## src/rtl/pio_pkg.sv

```systemverilog
// Shared constants for the debounced PIO interrupt block: Avalon register map and edge-mode encodings.
package pio_pkg;

  localparam int unsigned AVS_ADDR_W = 2;
  localparam int unsigned AVS_DATA_W = 32;

  localparam logic [AVS_ADDR_W-1:0] REG_DATA = 2'd0;
  localparam logic [AVS_ADDR_W-1:0] REG_MASK = 2'd1;
  localparam logic [AVS_ADDR_W-1:0] REG_EDGE = 2'd2;
  localparam logic [AVS_ADDR_W-1:0] REG_RAW  = 2'd3;

  localparam int unsigned EDGE_RISE = 0;
  localparam int unsigned EDGE_FALL = 1;
  localparam int unsigned EDGE_BOTH = 2;

endpackage

```

## src/rtl/pio_debounce_ch.sv

```systemverilog
// One input channel: 2-flop synchroniser, stability counter, accepted level and its delayed copy.
module pio_debounce_ch #(
  parameter int unsigned DEBOUNCE_CYCLES = 500000,
  parameter bit          IDLE_LEVEL      = 1'b1
) (
  input  logic clk,
  input  logic rst_n,
  input  logic i_raw,
  output logic o_sync,
  output logic o_stable,
  output logic o_rise_c,
  output logic o_fall_c
);

  localparam int unsigned   CNT_W    = (DEBOUNCE_CYCLES > 1) ? $clog2(DEBOUNCE_CYCLES) : 1;
  localparam logic [CNT_W-1:0] CNT_LAST = CNT_W'(DEBOUNCE_CYCLES - 1);

  logic             r_meta;
  logic             r_sync;
  logic             r_stable;
  logic             r_stable_d;
  logic [CNT_W-1:0] r_cnt;

  // Counter runs only while the synchronised input disagrees with the accepted level.
  always_ff @(posedge clk or negedge rst_n) begin
    if (!rst_n) begin
      r_meta     <= IDLE_LEVEL;
      r_sync     <= IDLE_LEVEL;
      r_stable   <= IDLE_LEVEL;
      r_stable_d <= IDLE_LEVEL;
      r_cnt      <= '0;
    end else begin
      r_meta     <= i_raw;
      r_sync     <= r_meta;
      r_stable_d <= r_stable;
      if (r_sync == r_stable) begin
        r_cnt <= '0;
      end else if (r_cnt == CNT_LAST) begin
        r_stable <= r_sync;
        r_cnt    <= '0;
      end else begin
        r_cnt <= r_cnt + CNT_W'(1);
      end
    end
  end

  assign o_sync   = r_sync;
  assign o_stable = r_stable;
  assign o_rise_c = r_stable & ~r_stable_d;
  assign o_fall_c = ~r_stable & r_stable_d;

endmodule

```

## src/rtl/pio_debounce_irq.sv

```systemverilog
// Avalon-MM PIO input block: per-channel debounce, sticky edge capture with W1C, maskable level irq.
module pio_debounce_irq
  import pio_pkg::*;
#(
  parameter int unsigned WIDTH           = 4,
  parameter int unsigned DEBOUNCE_CYCLES = 500000,
  parameter int unsigned EDGE_MODE       = 2,
  parameter bit          IDLE_LEVEL      = 1'b1
) (
  input  logic                  clk_clk,
  input  logic                  reset_reset_n,
  input  logic [WIDTH-1:0]      pio_in,
  input  logic [AVS_ADDR_W-1:0] avs_address,
  input  logic                  avs_read,
  input  logic                  avs_write,
  input  logic [AVS_DATA_W-1:0] avs_writedata,
  output logic [AVS_DATA_W-1:0] avs_readdata,
  output logic                  irq
);

  logic [WIDTH-1:0]      w_sync;
  logic [WIDTH-1:0]      w_stable;
  logic [WIDTH-1:0]      w_rise;
  logic [WIDTH-1:0]      w_fall;
  logic [WIDTH-1:0]      w_edge;
  logic [WIDTH-1:0]      w_w1c;
  logic                  w_mask_we;
  logic [AVS_DATA_W-1:0] w_rdata;
  logic                  w_unused_wdata;

  logic [WIDTH-1:0]      r_mask;
  logic [WIDTH-1:0]      r_edge;
  logic [AVS_DATA_W-1:0] r_readdata;
  logic                  r_irq;

  for (genvar gi = 0; gi < WIDTH; gi++) begin : g_ch
    pio_debounce_ch #(
      .DEBOUNCE_CYCLES(DEBOUNCE_CYCLES),
      .IDLE_LEVEL     (IDLE_LEVEL)
    ) u_ch (
      .clk     (clk_clk),
      .rst_n   (reset_reset_n),
      .i_raw   (pio_in[gi]),
      .o_sync  (w_sync[gi]),
      .o_stable(w_stable[gi]),
      .o_rise_c(w_rise[gi]),
      .o_fall_c(w_fall[gi])
    );
  end

  // Edge qualification is fixed at elaboration time.
  always_comb begin
    w_edge = '0;
    case (EDGE_MODE)
      EDGE_RISE: w_edge = w_rise;
      EDGE_FALL: w_edge = w_fall;
      EDGE_BOTH: w_edge = w_rise | w_fall;
      default:   w_edge = w_rise | w_fall;
    endcase
  end

  assign w_mask_we      = avs_write && (avs_address == REG_MASK);
  assign w_w1c          = (avs_write && (avs_address == REG_EDGE)) ? avs_writedata[WIDTH-1:0] : '0;
  assign w_unused_wdata = ^avs_writedata;

  always_comb begin
    w_rdata = '0;
    case (avs_address)
      REG_DATA: w_rdata = AVS_DATA_W'(w_stable);
      REG_MASK: w_rdata = AVS_DATA_W'(r_mask);
      REG_EDGE: w_rdata = AVS_DATA_W'(r_edge);
      REG_RAW:  w_rdata = AVS_DATA_W'(w_sync);
      default:  w_rdata = '0;
    endcase
  end

  // New captures are OR-ed in after the clear so a same-cycle edge survives W1C.
  always_ff @(posedge clk_clk or negedge reset_reset_n) begin
    if (!reset_reset_n) begin
      r_mask     <= '0;
      r_edge     <= '0;
      r_readdata <= '0;
      r_irq      <= 1'b0;
    end else begin
      if (avs_read) begin
        r_readdata <= w_rdata;
      end
      if (w_mask_we) begin
        r_mask <= avs_writedata[WIDTH-1:0];
      end
      r_edge <= (r_edge & ~w_w1c) | w_edge;
      r_irq  <= |(r_edge & r_mask);
    end
  end

  assign avs_readdata = r_readdata;
  assign irq          = r_irq;

endmodule

```

## config.mk

```make
export PLATFORM = sky130hd
export DESIGN_NAME = pio_debounce_irq
export DESIGN_NICKNAME = d
export VERILOG_FILES = /design/src/rtl/pio_pkg.sv /design/src/rtl/pio_debounce_ch.sv /design/src/rtl/pio_debounce_irq.sv
export SDC_FILE = /design/constraint.sdc
export NUM_CORES = 1
export LEC_CHECK = 0
export BUFFER_PORTS_ARGS = -buffer_cell sky130_fd_sc_hd__buf_2
export CAP_MARGIN = 15
export CORE_MARGIN = 8
export CORE_UTILIZATION = 40
export DETAILED_ROUTE_END_ITERATION = 16
export GPL_ROUTABILITY_DRIVEN = 0
export PLACE_DENSITY = 0.6
export SYNTH_ARGS = -nofsm -noshare
export SYNTH_HDL_FRONTEND = slang
export SYNTH_HIERARCHICAL = 1
export SYNTH_SLANG_ARGS = --single-unit
```

## constraint.sdc

```tcl
create_clock -name clk_clk -period 5.7 [get_ports clk_clk]
set_input_delay 0.855 -clock clk_clk [delete_from_list [all_inputs] [get_ports clk_clk]]
set_output_delay 0.855 -clock clk_clk [all_outputs]
set_load 0.05 [all_outputs]
```

==> out/qor.yml, run 1 <==
core_um2: 12620
slowest_delay_ns: 0.68
clock_latency_ns: 0.34
clockBufferDepth: 2
cp_cell_sequence: "nand3_1 -> or4_1 -> or4_1 -> a21oi_1"
critPathLaunchType: "register"
pre_cts_ws_ns: 3.566
drcViolationCount: 0
clkTransAtPathRegs_ns: 0.07
post-route-period-util_pct: 35.96
dr.pass1.iters: 5
synth-seq-cells: 105
ir_worst_vdd_uv: 171.2
seq_area_frac_synth_pct: 51.30
timing.fmax_mhz: 487.9
synth_edf_count: 0
grt_max_degree: 57
cpMaxStageDelayCell: "or4_1"
post_cts_resized: 0
syn_inst: 509
period_needed_ns: 2.050
std_cell_rows: 41
crit_family: "simple AND/OR/NAND/NOR gates"
post_cts_buffers: 0
setup_viol: 0
slew_headroom_pct: 52.99
start_util_pct: 40.90
root_buffer: "clkbuf_16"
ys.warnings.count: 6
drt_iter0_markers: 227
cts_sinks: 105
fin_util_pct: 44.90
synthArstFlopShare_pct: 100.0
syn_area_per_cell_um2: 10.14
ant_nets: 0
ys.flop_type: "dfrtp_1"
cp_num_buf_inv: 0
cts_tree: "built"
hold_viol: 0
dieArea_um2: 16790
antenna_cells: 0
crit_fanout: 7
syn_to_final_growth_pct: 9.794
place_area_um2: 5351
slew_viol_final: 0
synthDistinctLibCells: 39
worst_pin_slew_ns: 0.7005
synth_top_area_share_pct: 43.15
port_buffers: 18
final_area_um2: 5667
drt-total-wl_um: 9633
ctsHoldBuffers: 0
viasPerCell: 5.044
final_layout_size_suffix_gt1_share_pct: 14.50
place_inst: 694
power.density_nw_per_um2: 274.3
layout.nets: 579
layout_setup_ws_ns: 3.650
p_leak_nw: 2.342
worstPathRequired_ns: 5.97
synth_area_um2: 5161
hp-class: "reg -> reg"
grt_pass1_wl_um: 16590
vias: 3581
grt_usage_pct: 12.18
die_y_um: 129.6
synth_top_area_cell: "dfrtp_1"
tns_ns: 0
status: "complete, no violations"
post_drt_wl_per_cell_um: 13.57
netlist_top_cells_area: "dfrtp_1 (43%), dfstp_2 (8.1%), xnor2_1 (6.1%)"
critPathArrivalTime_ns: 2.32
ios: 75
fp.dieW_um: 129.6
fin_skew_ns: 0.007172
cp_common_cell: "or4_1"
critical_path_class: "reg -> reg"
cts_buffers: 9
end_kind: "register"
htree_levels: 3
stdcell_count: 710
maxCapViolCount: 0
grt-ovfl-total: 0
antenna_found_initial: 0
grt_pass1_vias: 3561
rsz0062_at_grt: "no"
hpwl_um: 6913
cell usage in the layout, fill, tap and decap left out, types with 6 or more instances in the layout:
| cell | netlist | final |
|---|---|---|
| a21oi_1 | 20 | 20 |
| buf_2 | 3 | 17 |
| xnor2_1 | 36 | 36 |
| nor3_1 | 8 | 8 |
| mux2i_1 | 8 | 8 |
| buf_4 | 28 | 6 |
| nor2b_1 | 12 | 12 |
| a31o_2 | 7 | 7 |
| nand2_1 | 30 | 30 |
| dfstp_2 | 16 | 16 |
| nand4_1 | 19 | 19 |
| xor2_1 | 16 | 16 |
| o21ai_1 | 7 | 7 |
| inv_1 | 20 | 20 |
| nor2_1 | 71 | 71 |
| clkbuf_16 | 0 | 9 |
| dfrtp_1 | 89 | 89 |
| nor4_1 | 16 | 16 |
| nand3_1 | 19 | 19 |
| conb_1 | 1 | 28 |
| or4_1 | 9 | 9 |
| mux2_2 | 8 | 8 |
| or3_1 | 7 | 7 |
report_power, final:
| group | leakage, nW | internal, W | switching (W) |
|---|---|---|---|
| combinational | 0.800 | 0.0000255 | 0.0000945 |
| sequential | 1.39 | 0.000766 | 0.0000163 |
| clock | 0.154 | 0.000397 | 0.000255 |
| total | 2.34 | 0.00119 | 0.000366 |
final timing paths:
| check | from | endpoint | slack (ns) | cells after the start |
|---|---|---|---|---|
| worst max-delay path | g_ch[2].u_ch/r_cnt[5] | g_ch[2].u_ch/r_cnt[17] | 3.65 | 4 |
| worst min-delay path | g_ch[1].u_ch/r_meta | g_ch[1].u_ch/o_sync | 0.35 | 0 |
| worst max register to register | g_ch[2].u_ch/r_cnt[5] | g_ch[2].u_ch/r_cnt[17] | 3.65 | 4 |
| worst min register to register | g_ch[1].u_ch/r_meta | g_ch[1].u_ch/o_sync | 0.35 | 0 |
| max in group asynchronous | reset_reset_n | g_ch[0].u_ch/r_cnt[16] | 4.02 | 2 |
| min in group asynchronous | reset_reset_n | g_ch[1].u_ch/r_cnt[18] | 0.54 | 1 |
cell usage after synthesis (all sizes together) (2+ instances only):
library cell	number
nor3	8
nand2	30
clkbuf	5
a21oi	20
inv	20
nand2b	5
and3	4
nor2b	12
a211o	4
dfstp	16
nor4b	4
nand3	24
and4	4
mux2i	8
o221ai	4
o31ai	5
nor4	16
or3	9
ha	4
a22oi	2
mux2	8
buf	32
or4	9
xor2	16
nand4	19
nand4b	4
xnor2	36
nor2	71
a31o	7
dfrtp	89
o21ai	12
area by class of cell:
type                            instances  area, um^2
Fill cell                            1210        6953
Sequential cell                       105        2648
Multi-Input combinational cell        374        2283
Clock buffer                           13       250.2
Tap cell                              172       215.2
Timing Repair Buffer                   23       130.1
Inverter                               20       75.07
Clock inverter                          3       65.06
logic make-up (layout without fill, tap and decap cells):
logic type / Yosys count / in the layout / share of synthesized area [%]
flip-flops: 105 / 105 / 51.30
AO/OA/AOI/OAI: 54 / 54 / 6.666
buffers and inverters: 57 / 59 / 6.424
adder cells (fa/ha/maj): 4 / 4 / 0.9697
multiplexers: 16 / 16 / 3.297
XOR/XNOR: 52 / 52 / 8.824
AND/OR/NAND/NOR: 220 / 220 / 22.45
other: 1 / 28 / 0.07266
routing by layer:
layer	GRT usage, %	vias to the layer above	share of wire (%)
met5	0	-	0
met4	5.738	0	1.5
met3	2.260	9	2.8
met2	20.28	45	49
met1	15.00	1752	47
li1	-	1775	-
through the flow:
step / hold slack [ns] / total power, W
2_1_floorplan: 0.3452 / 0.0008931
3_3_place_gp: 0.3479 / 0.0009153
3_5_place_dp: 0.3468 / 0.0009173
4_1_cts: 0.3479 / 0.001580
5_1_grt: 0.3533 / 0.001623
6_report: 0.3495 / 0.001554
state kept, by name, indices dropped and copies added, names as in the netlist:
signal	flops
g_ch.u_ch/r_cnt	76
avs_readdata	4
g_ch.u_ch/o_stable	4
g_ch.u_ch/o_sync	4
g_ch.u_ch/r_meta	4
g_ch.u_ch/r_stable_d	4
r_edge	4
r_mask	4
irq	1
(Power assumes the default switching activity.)
==> run 2: changes to the inputs <==
PLACE_DENSITY = 0.63   (was 0.6)
clock period = 1.8 ns   (was 5.7 ns; I/O delays follow)
==> out/qor.yml, run 2 (same netlist as run 1, synthesis figures left out) <==
p_leak_nw: 2.728  # +17%
cts_tree: "built"
clockBufferDepth: 2  # unchanged
viasPerCell: 4.948  # -1.9%
syn_to_final_growth_pct: 22.55
maxCapViolCount: 0  # unchanged
holdWs_ns: 0.01656  # -0.3329 ns
final_common_cell: "dfrtp_1"
seq_power_share_pct: 50.4  # about the same
r2r_slack_ns: 0.02  # -3.63 ns
setup_viol: 0  # unchanged
critical_path_class: "reg -> reg"
ir_worst_vdd_uv: 422.7  # +150%
end_kind: "register"
place_inst: 755  # +8.8%
post-route-period-util_pct: 98.97  # +63 points
stdcell_count: 787  # +11%
ant_nets: 0  # unchanged
vias: 3894  # +8.7%
drcViolationCount: 0  # unchanged
slew_viol_final: 0  # unchanged
largest_reg_flops: 76  # unchanged
die_y_um: 129.6  # unchanged
rsz0062_at_grt: "yes"
grt_pass1_vias: 3827  # +7.5%
antenna_found_initial: 0  # unchanged
period_needed_ns: 1.781  # -0.2683 ns
core_um2: 12620  # unchanged
crit_fanout: 6  # -1
std_cell_rows: 41  # unchanged
critPathLaunchType: "register"
dr.pass1.iters: 4  # -1
comb_power_share_pct: 9.1  # +1.4 points
hp-class: "in -> reg"
tns_ns: 0  # unchanged
timing.fmax_mhz: 561.3  # +15%
power.density_nw_per_um2: 773.3  # +180%
post_drt_wl_per_cell_um: 13.65  # +0.58%
fp.dieW_um: 129.6  # unchanged
r2r-start: "g_ch[3].u_ch/r_cnt[7]"
dieArea_um2: 16790  # unchanged
grt-ovfl-total: 0  # unchanged
clock_latency_ns: 0.35  # about the same
hpwl_um: 7752  # +12%
start_util_pct: 40.90  # unchanged
grt_pass1_wl_um: 17840  # +7.5%
reg2reg_depth: 4  # unchanged
clkTransAtPathRegs_ns: 0.07  # about the same
final_layout_size_suffix_gt1_share_pct: 28.13  # +14 points
critPathArrivalTime_ns: 2.05  # -0.27 ns
internal_power_w: 0.003663  # +210%
layout_common_cells: "dfrtp_1 (89), buf_4 (80), nor2_1 (71), xnor2_1 (36), nand2_1 (30)"
pre_cts_ws_ns: -0.04451  # -3.610 ns
timing.rr.end: "g_ch[3].u_ch/r_cnt[17]"
grt_usage_pct: 13.18  # +1.0 points
cts_buffers: 9  # unchanged
fin_skew_ns: 0.007344  # +0.0001728 ns
cts_sinks: 105  # unchanged
port_buffers: 18  # unchanged
status: "complete, no violations"
layout_setup_ws_ns: 0.01855  # -3.632 ns
worstPathRequired_ns: 2.07  # -3.90 ns
hold_viol: 0  # unchanged
drt_iter0_markers: 217  # -4.4%
layout.nets: 656  # +13%
regMostFlops: "g_ch.u_ch/r_cnt"
hp-start: "pio_in[1]"
root_buffer: "clkbuf_16"
ios: 75  # unchanged
p_sw_share_pct: 25.10  # +1.6 points
htree_levels: 3  # unchanged
drt-total-wl_um: 10740  # +11%
startpoint: "g_ch[3].u_ch/r_cnt[7]"
p_clk_share_pct: 40.5  # -1.5 points
grt_max_degree: 39  # -32%
netSwitchingPower_w: 0.001228  # +240%
antenna_cells: 0  # unchanged
crit_end: "g_ch[3].u_ch/r_cnt[17]"
==> run 2: changes by cell type in the layout (fill, tap and decap cells not counted), sizes merged <==
cell / before / now
bufinv: 2 / 1
clkinvlp: 0 / 1
clkbuf: 13 / 11
dlygate4sd3: 0 / 1
buf: 23 / 99
clkinv: 1 / 3
==> run 2: metrics by stage <==
| stage | utilization [%] | power, W | cell area (um^2) |
|---|---|---|---|
| after detailed placement | 46.39 | 0.002947 | 5854 |
| after CTS | 48.93 | 0.004955 | 6175 |
| after floorplan | - | 0.002828 | 5301 |
| after global routing | 50.12 | 0.005087 | 6325 |
| after global placement | 46.39 | 0.002939 | 5854 |
| final | 50.12 | 0.004891 | 6325 |
==> run 2: area by class of cell <==
cell class              count  area [um^2]
flip-flops and latches    105         2648
multi-input cells         374         2352
clock inverters             5        56.30
clock buffers              11        242.7
repair buffers            100        735.7
inverters                  20        75.07
fillers                  1185         6295
well taps                 172        215.2
==> run 2: power groups by stage <==
| stage | Sequential (W) | Clock (W) | Combinational (W) |
|---|---|---|---|
| floorplan | 0.00254 | 0 | 0.000286 |
| global placement | 0.00251 | 0 | 0.000430 |
| detailed placement | 0.00251 | 0 | 0.000437 |
| CTS | 0.00247 | 0.00205 | 0.000441 |
| global route | 0.00247 | 0.00213 | 0.000485 |
| finish | 0.00247 | 0.00198 | 0.000443 |
==> run 2: critical path, cell delays in order (launching register included) <==
cell	delay, ns
dfrtp_1	0.40
nand3_2	0.09
or4_4	0.59
or4_4	0.50
a21oi_2	0.13
==> run 2: per-layer routing <==
metal	vias to the layer above	global-route usage [%]	share of wire, %
met2	59	21.87	50
li1	1924	-	-
met4	0	4.850	1.4
met5	-	0	0
met1	1897	16.35	45
met3	14	3.164	3.6
==> run 2: worst min path at each step <==
stage	slack (ns)	cells past startpoint	to
global placement	0.19	1	g_ch[1].u_ch/r_cnt[16]
floorplan	-0.03	0	avs_readdata[0]
global route	0.002	1	g_ch[3].u_ch/r_meta
CTS	0.004	1	g_ch[1].u_ch/r_meta
detailed placement	0.20	1	g_ch[1].u_ch/r_cnt[16]
finish	0.02	1	g_ch[1].u_ch/r_meta
==> run 2: what timing repair did <==
| item | CTS | global route |
|---|---|---|
| pin swaps | 0 | 12 |
| resized for setup | 3 | 10 |
| endpoints found under the hold margin | 20 | 0 |
| hold buffers | 1 | 0 |
| gates cloned | 0 | 0 |
| buffers inserted | 0 | 15 |
| endpoints found under the setup margin | 5 | 12 |
==> run 3: changes to the inputs <==
PLACE_DENSITY = 0.6   (was 0.63)
TNS_END_PERCENT = 1   (was not set)
clock period = 2.3 ns   (was 1.8 ns; I/O delays follow)
==> out/qor.yml, run 3 (same netlist as run 1, synthesis figures left out) <==
slew_viol_final: 0  # unchanged
fp.dieW_um: 129.6  # unchanged
hold_viol: 0  # unchanged
antenna_found_initial: 0  # unchanged
p_total_w: 0.003715  # -24%
post_drt_wl_per_cell_um: 13.70  # +0.38%
clock_latency_ns: 0.35  # about the same
power.density_nw_per_um2: 652.1  # -16%
clockBufferDepth: 2  # unchanged
hpwl_um: 7088  # -8.6%
place_inst: 699  # -7.4%
hp-class: "in -> reg"
period_needed_ns: 2.053  # +0.2720 ns
cts_tree: "built"
cp_common_cell: "or4_1"
slew_headroom_pct: 59.98
seq_power_share_pct: 52.1  # +1.7 points
critPathLaunchType: "register"
netSwitchingPower_w: 0.0009740  # -21%
port_buffers: 18  # unchanged
post-route-period-util_pct: 89.28  # -9.7 points
r2r-start: "g_ch[0].u_ch/r_cnt[5]"
ir_worst_vdd_uv: 356.0  # -16%
timing.rr.end: "g_ch[0].u_ch/r_cnt[17]"
cpMaxStageDelayCell: "or4_1"
p_sw_share_pct: 26.22  # +1.1 points
met3_usage_pct: 3.615  # +0.45 points
drcViolationCount: 0  # unchanged
clkTransAtPathRegs_ns: 0.07  # about the same
pre_cts_ws_ns: 0.2635  # +0.3080 ns
crit_fanout: 7  # +1
crit_family: "simple AND/OR/NAND/NOR gates"
cts_buffers: 9  # unchanged
std_cell_rows: 41  # unchanged
antenna_cells: 0  # unchanged
syn_to_final_growth_pct: 10.38
rsz0062_at_grt: "no"
p_leak_nw: 2.355  # -14%
stdcell_count: 716  # -9.0%
fin_skew_ns: 0.006188  # -0.001156 ns
r2r_slack_ns: 0.25  # +0.23 ns
critical_path_class: "reg -> reg"
post_cts_resized: 0  # -3
grt_pass1_wl_um: 17000  # -4.7%
worst_pin_slew_ns: 0.5948
core_um2: 12620  # unchanged
layout.nets: 585  # -11%
die_y_um: 129.6  # unchanged
start_util_pct: 40.90  # unchanged
holdWs_ns: 0.08762  # +0.07106 ns
dr.pass1.iters: 4  # unchanged
grt_usage_pct: 12.58  # -0.60 points
vias: 3555  # -8.7%
cts_sinks: 105  # unchanged
layout_common_cells: "dfrtp_1 (89), nor2_1 (71), xnor2_1 (36), nand2_1 (30), conb_1 (28)"
p_clk_share_pct: 39.7  # -0.8 points
cp_num_buf_inv: 0  # unchanged
setup_viol: 0  # unchanged
holdPathStages: 1  # unchanged
critPathArrivalTime_ns: 2.33  # +0.28 ns
root_buffer: "clkbuf_16"
grt_max_degree: 46  # +18%
hp-start: "pio_in[2]"
maxCapViolCount: 0  # unchanged
viasPerCell: 4.965  # +0.35%
reg2reg_depth: 4  # unchanged
busiest_layer: "met2"
ant_nets: 0  # unchanged
dieArea_um2: 16790  # unchanged
layout_setup_ws_ns: 0.2465  # +0.2280 ns
regMostFlops: "g_ch.u_ch/r_cnt"
use_met2_pct: 21.13  # -0.74 points
largest_reg_flops: 76  # unchanged
final_common_cell: "dfrtp_1"
drt_iter0_markers: 246  # +13%
path_depth: 4  # unchanged
drt-total-wl_um: 9808  # -8.7%
end_kind: "register"
worstPathRequired_ns: 2.57  # +0.50 ns
tns_ns: 0  # unchanged
grt-ovfl-total: 0  # unchanged
timing.fmax_mhz: 487.0  # -13%
ios: 75  # unchanged
grt_pass1_vias: 3558  # -7.0%
internal_power_w: 0.002741  # -25%
ctsHoldBuffers: 1  # unchanged
post_cts_buffers: 0  # unchanged
comb_power_share_pct: 8.2  # -0.9 points
cp_cell_sequence: "nand3_1 -> or4_1 -> or4_1 -> a21oi_1"
htree_levels: 3  # unchanged
use_met1_pct: 15.13  # -1.2 points
worst_hold_path.endpoint: "g_ch[2].u_ch/r_meta"
final_layout_size_suffix_gt1_share_pct: 15.81  # -12 points
slowest_delay_ns: 0.66  # +0.07 ns
status: "complete, no violations"
==> run 3: cell types whose count changed in the layout (fill, tap and decap cells not counted), moves of 2 or more <==
cell,delta
a21oi_1,+4
a21oi_2,-4
buf_4,-70
ha_1,+2
ha_2,-2
inv_6,+3
nand3_1,+4
nand3_2,-4
or4_1,+6
or4_4,-6
==> run 3: layer usage <==
layer / vias up / wire, um
li1: 1783 / -
met1: 1710 / 4351
met2: 52 / 4920
met3: 10 / 418
met4: 0 / 119
met5: - / 0
==> run 3: through the flow <==
stage / area (um^2) / util, %
5_1_grt: 5697 / 45.14
2_1_floorplan: 5263 / -
4_1_cts: 5697 / 45.14
3_5_place_dp: 5401 / 42.80
6_report: 5697 / 45.14
3_3_place_gp: 5401 / 42.80
==> run 3: worst max path at each step <==
stage	to	from	slack [ns]
floorplan	g_ch[1].u_ch/r_cnt[17]	g_ch[1].u_ch/r_cnt[2]	0.46
global placement	g_ch[2].u_ch/r_cnt[17]	g_ch[2].u_ch/r_cnt[5]	0.33
detailed placement	g_ch[1].u_ch/r_cnt[17]	g_ch[1].u_ch/r_cnt[5]	0.26
CTS	g_ch[0].u_ch/r_cnt[17]	g_ch[0].u_ch/r_cnt[5]	0.24
global route	g_ch[2].u_ch/r_cnt[17]	g_ch[2].u_ch/r_cnt[5]	0.12
finish	g_ch[0].u_ch/r_cnt[17]	g_ch[0].u_ch/r_cnt[5]	0.25
==> run 3: power groups by stage <==
| stage | logic (W) | clock network [W] | registers (W) |
|---|---|---|---|
| floorplan | 0.000224 | 0 | 0.00199 |
| global placement | 0.000305 | 0 | 0.00197 |
| detailed placement | 0.000307 | 0 | 0.00197 |
| CTS | 0.000309 | 0.00153 | 0.00194 |
| global route | 0.000334 | 0.00160 | 0.00194 |
| finish | 0.000305 | 0.00147 | 0.00194 |
==> run 3: area by class of cell <==
cell class                      instances  area (um^2)
Clock buffer                           10        239.0
Clock inverter                          6        46.29
Fill cell                            1234         6923
Inverter                               20        75.07
Multi-Input combinational cell        374         2283
Sequential cell                       105         2648
Tap cell                              172        215.2
Timing Repair Buffer                   29        190.2
